[src/rtl/imm_extend_pipe.sv]
// Immediate-extension unit: extends an IN_W-bit field to OUT_W bits in one of four
// modes and queues results in a DEPTH-entry FIFO with valid/ready on both sides.
module imm_extend_pipe #(
   parameter int unsigned IN_W  = 23,
   parameter int unsigned OUT_W = 32,
   parameter int unsigned DEPTH = 2
) (
   input  logic                       clk,
   input  logic                       rst_n,
   input  logic                       flush,
   input  logic                       in_valid,
   output logic                       in_ready,
   input  logic [IN_W-1:0]            in_data,
   input  logic [1:0]                 in_mode,
   output logic                       out_valid,
   input  logic                       out_ready,
   output logic [OUT_W-1:0]           out_data,
   output logic [$clog2(DEPTH):0]     count
);

   localparam int unsigned AW = $clog2(DEPTH);
   localparam int unsigned CW = AW + 1;
   localparam int unsigned XW = OUT_W - IN_W;

   logic [OUT_W-1:0] mem [DEPTH];
   logic [AW-1:0]    rd_ptr, wr_ptr;
   logic [AW-1:0]    rd_next, wr_next;
   logic [CW-1:0]    count_next;
   logic [OUT_W-1:0] ext, zx, sx;
   logic [OUT_W-1:0] out_data_next;
   logic             push, pop;

   assign push = in_valid & in_ready;
   assign pop  = out_valid & out_ready;

   // Shifts on the zero/sign-extended value keep every replication width >= 2.
   always_comb begin
      zx  = {{XW{1'b0}}, in_data};
      sx  = {{XW{in_data[IN_W-1]}}, in_data};
      ext = zx;
      case (in_mode)
         2'b00:   ext = zx;
         2'b01:   ext = sx;
         2'b10:   ext = sx << 2;
         default: ext = zx << XW;
      endcase
   end

   // Next pointers/occupancy and the value that will sit at the head after the edge.
   always_comb begin
      rd_next       = rd_ptr;
      wr_next       = wr_ptr;
      count_next    = count;
      out_data_next = '0;
      if (flush) begin
         rd_next    = '0;
         wr_next    = '0;
         count_next = '0;
      end else begin
         if (pop)  rd_next = rd_ptr + AW'(1);
         if (push) wr_next = wr_ptr + AW'(1);
         case ({push, pop})
            2'b10:   count_next = count + CW'(1);
            2'b01:   count_next = count - CW'(1);
            default: count_next = count;
         endcase
         if (count_next != '0)
            out_data_next = (push && (wr_ptr == rd_next)) ? ext : mem[rd_next];
      end
   end

   always_ff @(posedge clk) begin
      if (push && !flush) mem[wr_ptr] <= ext;
   end

   always_ff @(posedge clk or negedge rst_n) begin
      if (!rst_n) begin
         rd_ptr    <= '0;
         wr_ptr    <= '0;
         count     <= '0;
         out_valid <= 1'b0;
         out_data  <= '0;
         in_ready  <= 1'b1;
      end else begin
         rd_ptr    <= rd_next;
         wr_ptr    <= wr_next;
         count     <= count_next;
         out_valid <= (count_next != '0);
         out_data  <= out_data_next;
         in_ready  <= (count_next < CW'(DEPTH));
      end
   end

endmodule
[config.mk]
export PLATFORM = sky130hd
export DESIGN_NAME = imm_extend_pipe
export DESIGN_NICKNAME = d
export VERILOG_FILES = /design/src/rtl/imm_extend_pipe.sv
export SDC_FILE = /design/constraint.sdc
export NUM_CORES = 1
export LEC_CHECK = 0
export ABC_AREA = 1
export ABC_CLOCK_PERIOD_IN_PS = 3250
export BUFFER_PORTS_ARGS = -buffer_cell sky130_fd_sc_hd__buf_2
export CAP_MARGIN = 40
export CORE_MARGIN = 3
export CORE_UTILIZATION = 42
export CTS_BUF_LIST = sky130_fd_sc_hd__clkbuf_16
export DETAILED_ROUTE_END_ITERATION = 16
export GPL_ROUTABILITY_DRIVEN = 0
export PLACE_DENSITY = 0.71
export SLEW_MARGIN = 20
export SYNTH_ARGS = -nofsm -noshare
export SYNTH_HDL_FRONTEND = slang
export SYNTH_SLANG_ARGS = --single-unit
[constraint.sdc]
create_clock -name clk -period 3.25 [get_ports clk]
set_input_delay 0.4875 -clock clk [delete_from_list [all_inputs] [get_ports clk]]
set_output_delay 0.4875 -clock clk [all_outputs]
set_load 0.005 [all_outputs]
# == Yosys cells after proc, flatten, opt, wreduce, memory -nomap -nowiden ==
# Memories as Yosys holds them, arrays and structs flattened.
# Cells that the tools add are included.
# classes
add_sub_neg,4
n_lt_le_gt_ge,1
n_eq_ne,5
mux,14
bitwise,2
n_reduce_logical,7
# op_table
op,count
32-bit 2-to-1 mux,3
32-bit one-hot mux with 3 select lines,1
1-bit 2-to-1 mux,7
2-bit nonzero test,3
2-bit by 1-bit equality test with 1-bit output (second input constant),2
2-bit equality test (second input constant),2
2-bit 2-to-1 mux,2
2-bit one-hot mux with 2 select lines,1
1-bit adder (second input constant),2
2-bit by 1-bit adder with 2-bit output (second input constant),1
1-bit bitwise AND,2
1-bit logical AND,2
2-bit zero test,1
2-bit < comparator (second input constant),1
2-bit by 1-bit subtractor with 2-bit output (second input constant),1
1-bit equality test,1
1-bit zero test,1
# totals
ff_bits,38
ramBits,64
word_cells,40
n_memories,1
# mem_list
memory,depth,width,read_ports,rd_clocked_by_memory_dff,wr,line,source
mem,2,32,1,0,1,25,logic [OUT_W-1:0] mem [DEPTH];

# == Longest topological paths before layout ==
# depth
word_depth,8
depth_mapped,12
ltp_nobuf,11

# == Worst setup path before layout ==
# Ideal clock, no wire load.
# synth_path
path_type,register to register
start,reg in_ready
end,"mem mem[0][0], enable pin"
setup_ns,0.421
arrival_ns,2.153
t_required_ns,2.829
slack_ns,0.676
path_stages_with_launch,5
path_cell_list,dfstp_2 -> nand2_1 -> inv_1 -> nand2_1 -> nor2_1
# synth_via
elab_chain_cells,4
# synth_lines
item,line,source
from (decl),12,"output logic in_ready,"
from (signal assigned),90,in_ready <= (count_next < CW'(DEPTH));
1-bit bitwise AND,33,assign push = in_valid & in_ready;
1-bit logical AND,73,if (push && !flush) mem[wr_ptr] <= ext;
1-bit 2-to-1 mux,73,
1-bit 2-to-1 mux (not written as such),73,
to (decl),25,
# No other way between the ends.

# == Final worst setup path ==
# layout_path
start,reg in_ready
end,reg out_data[23]
# layout_via
elab_chain_cells,7
elab_cells_between_ends,10
# layout_lines
item,line,source
1-bit bitwise AND (*),33,
2-bit by 1-bit equality test with 1-bit output or 2-bit equality test (tied branches),62,"case ({push, pop})"
2-bit one-hot mux with 2 select lines,62,
2-bit 2-to-1 mux,55,if (flush) begin
2-bit nonzero test,67,if (count_next != '0)
32-bit 2-to-1 mux (*),67,
32-bit 2-to-1 mux (*),55,
net out_data_next[23],30,logic [OUT_W-1:0] out_data_next;
to (signal assigned),89,out_data <= out_data_next;
to (decl),17,"output logic [OUT_W-1:0] out_data,"
# Mark *: on every way through the listed nets, which the timed path passes. The rest lies on a longest branch. The select of a mux whose other input is x is not followed.
# A chain may end at the register's enable or synchronous reset.

==> flow_metrics.env <==
export IMPL_crit_top_cell="nand2_1"
export IMPL_critical_path_top_delay_family="simple AND/OR/NAND/NOR gates"
export IMPL_yosysMostFrequentCell="nand2_1"
export IMPL_tightestPinTransition_ns=0.644
export IMPL_finalSetupViolCount=0
export IMPL_via_per_inst=5.01
export IMPL_post_cts_buffers=0
export IMPL_reg2reg_slack_ns=1.20
export IMPL_grt_util_all_layers_pct=17.8
export IMPL_fin_tns_setup_ns=0
export IMPL_diodes=0
export IMPL_fin_ws_ns=1.20
export IMPL_die_area_um2=12200
export IMPL_hold_viol=0
export IMPL_status="completed"
export IMPL_fin_nets=589
export IMPL_drv_slew=0
export IMPL_clkSinkCount=102
export IMPL_synth_net_count=527
export IMPL_grt_pass1_vias=3282
export IMPL_cp_arrival_ns=2.31
export IMPL_hold_slack_ns=0.101
export IMPL_numCtsBuffers=9
export IMPL_overflow=0
export IMPL_clock_skew_final_ns=0.00571
export IMPL_drive_above_1_share_pct=17.8
export IMPL_synth_top_area_share_pct=42.0
export IMPL_synthTopCellsByArea="edfxtp_1 42%, dfrtp_1 20%, nand2_1 14%, nor2_1 5.7%, inv_1 4.8%"
export IMPL_power_share_clock_pct=26.6
export IMPL_start_kind="flip-flop"
export IMPL_rsz0062_at_grt="no"
export IMPL_r2r_start="in_ready$_DFF_PN1_"
export IMPL_r2r_end="out_data[23]$_DFF_PN0_"
export IMPL_grt_pass1_wl_um=16300
export IMPL_wl_per_cell_um=14.9
export IMPL_min_path_type="primary input to async pin"
export IMPL_max_stage_delay_ns=0.52
export IMPL_fin_crit_ns=2.05
export IMPL_regArea_um2=2870
export IMPL_grt_max_degree=65
export IMPL_critical_path_slowest_cell="dfstp_2"
export IMPL_max_freq_ghz=0.487
export IMPL_syn_avg_cell_area_um2=9.23
export IMPL_area_growth_pct=16.9
export IMPL_synth_area_um2=4580
export IMPL_rows=37
export IMPL_synth_distinct_cells=23
export IMPL_p_leak_nw=2.67
export IMPL_die_h_um=110
export IMPL_peakVddDrop_v=0.000503
export IMPL_p_seq_share_pct=42.6
export IMPL_cp_cell_sequence="nand2_1 -> ha_1 -> inv_1 -> nand3_1 -> nand2_1 -> nand3_2 -> nand2_1 -> buf_4 -> nand2_1 -> nor2_1"
export IMPL_port_buffers=65
export IMPL_p_total_mw=4.07
export IMPL_insertion_delay_ns=0.35
export IMPL_multi_input_area_um2=1370
export IMPL_p_comb_share_pct=30.9
export IMPL_fillers=977
export IMPL_drt_iter0_drc=282
export IMPL_ys_seq_elements=102
export IMPL_worstPathMaxFanout=33
export IMPL_ff2ff_path_depth=10
export IMPL_remaining_drc_errors=0
export IMPL_dpl_hpwl_um=6830
export IMPL_slew_limit_headroom_pct=57.1
export IMPL_swShare_pct=33.1
export IMPL_yosys_area_top_type="edfxtp_1"
export IMPL_critical_path_class="flip-flop to flip-flop"
export IMPL_worst_ep_required_time_ns=3.51
export IMPL_clockBufferDepth=2
export IMPL_start_util_pct=43.7
export IMPL_ctsHoldBuffers=0
export IMPL_cts_tree="built"
export IMPL_power_switching_mw=1.35
export IMPL_preCtsSetupSlack_ns=1.04
export IMPL_dr_pass1_iters=4
export IMPL_ios=66
export IMPL_ys_warn_count=0
export IMPL_cp_num_buf_inv=2
export IMPL_antenna_found_initial=0
export IMPL_htree_levels=3
export IMPL_clk_pin_slew_ns=0.07
export IMPL_synth_async_reset_ratio_pct=37.3
export IMPL_ys_flop_type="edfxtp_1"
export IMPL_post_cts_resized=0
export IMPL_dpl_instance_area_um2=5050
export IMPL_powerDensity_nw_per_um2=761
export IMPL_drt_wl_total_um=10400
export IMPL_vias=3500
export IMPL_yosys_top_cells_count="167 x nand2_1, 69 x nor2_1, 64 x edfxtp_1"
export IMPL_synth_edf_count=64
export IMPL_ys_seq_area_share_pct=62.8
export IMPL_ant_nets=0
export IMPL_syn_inst=496
export IMPL_end_kind="flip-flop"
export IMPL_design_area_um2=5350
export IMPL_post_route_period_util_pct=63.1
export IMPL_die_x_um=110
export IMPL_max_cap_violations=0
export IMPL_internal_power_mw=2.72
export IMPL_cts_root_buffer="clkbuf_16"
export IMPL_core_um2=10500
## through the flow
stage,util [%],instances
2_1_floorplan,-,496
3_3_place_gp,48.0,682
3_5_place_dp,48.2,683
4_1_cts,51.1,699
5_1_grt,51.1,699
6_report,51.1,699
## logic make-up (layout without fill, tap and decap cells)
group | Yosys count | in the layout | share of synthesized area (%)
compound gates | 29 | 29 | 4.40
fa+ha+maj | 1 | 1 | 0.273
simple gates | 281 | 281 | 25.1
flops | 102 | 102 | 62.8
buf+inv | 83 | 150 | 7.41
## worst max path at each step
stage | from | end | slack, ns | cells after the start
2_1_floorplan | in_ready$_DFF_PN1_ | mem[0][0]$_DFFE_PP_ | 0.68 | 4
3_3_place_gp | out_ready | out_data[23]$_DFF_PN0_ | 1.16 | 8
3_5_place_dp | out_ready | out_data[19]$_DFF_PN0_ | 1.04 | 9
4_1_cts | out_valid$_DFF_PN0_ | out_data[19]$_DFF_PN0_ | 1.21 | 8
5_1_grt | out_valid$_DFF_PN0_ | out_data[19]$_DFF_PN0_ | 1.02 | 8
6_report | in_ready$_DFF_PN1_ | out_data[23]$_DFF_PN0_ | 1.20 | 10
## cell usage in the layout (no fill, tap or decap), drive strengths merged
cell,netlist,layout
nand2,171,171
buf,18,73
nor2,70,70
edfxtp,64,64
inv,61,63
nand3,38,38
dfrtp,37,37
o211ai,10,10
clkbuf,4,10
o22ai,8,8
o221ai,5,5
o21ai,5,5
clkinv,0,3
nand4,1,1
o21a,1,1
nand3b,1,1
ha,1,1
bufinv,0,1
dfstp,1,1
## layer usage
layer / up-vias / GRT usage [%] / share of wire (%)
li1: 1708 / - / -
met1: 1668 / 24.5 / 44
met2: 104 / 27.3 / 47
met3: 20 / 4.54 / 6.4
met4: 0 / 6.33 / 1.9
met5: - / 0 / 0
## final cells by class
type	instances	share of cell area, %
inverters	61	4.28
repair buffers	73	7.58
clock inverters	6	0.959
well taps	136	3.18
clock buffers	10	4.68
flip-flops and latches	102	53.7
multi-input cells	311	25.6
## registers in the layout, indices dropped and copies added, names as in the netlist
signal,cells
mem,64
count,2
wr_ptr,1
out_data,32
rd_ptr,1
out_valid,1
in_ready,1
## power groups by stage
stage	Clock [mW]	Sequential, mW	Combinational [mW]
2_1_floorplan	0	1.79	0.788
3_3_place_gp	0	1.76	1.22
3_5_place_dp	0	1.76	1.25
4_1_cts	1.10	1.74	1.26
5_1_grt	1.16	1.76	1.44
6_report	1.08	1.73	1.26
Power figures use the tool's default switching activity.
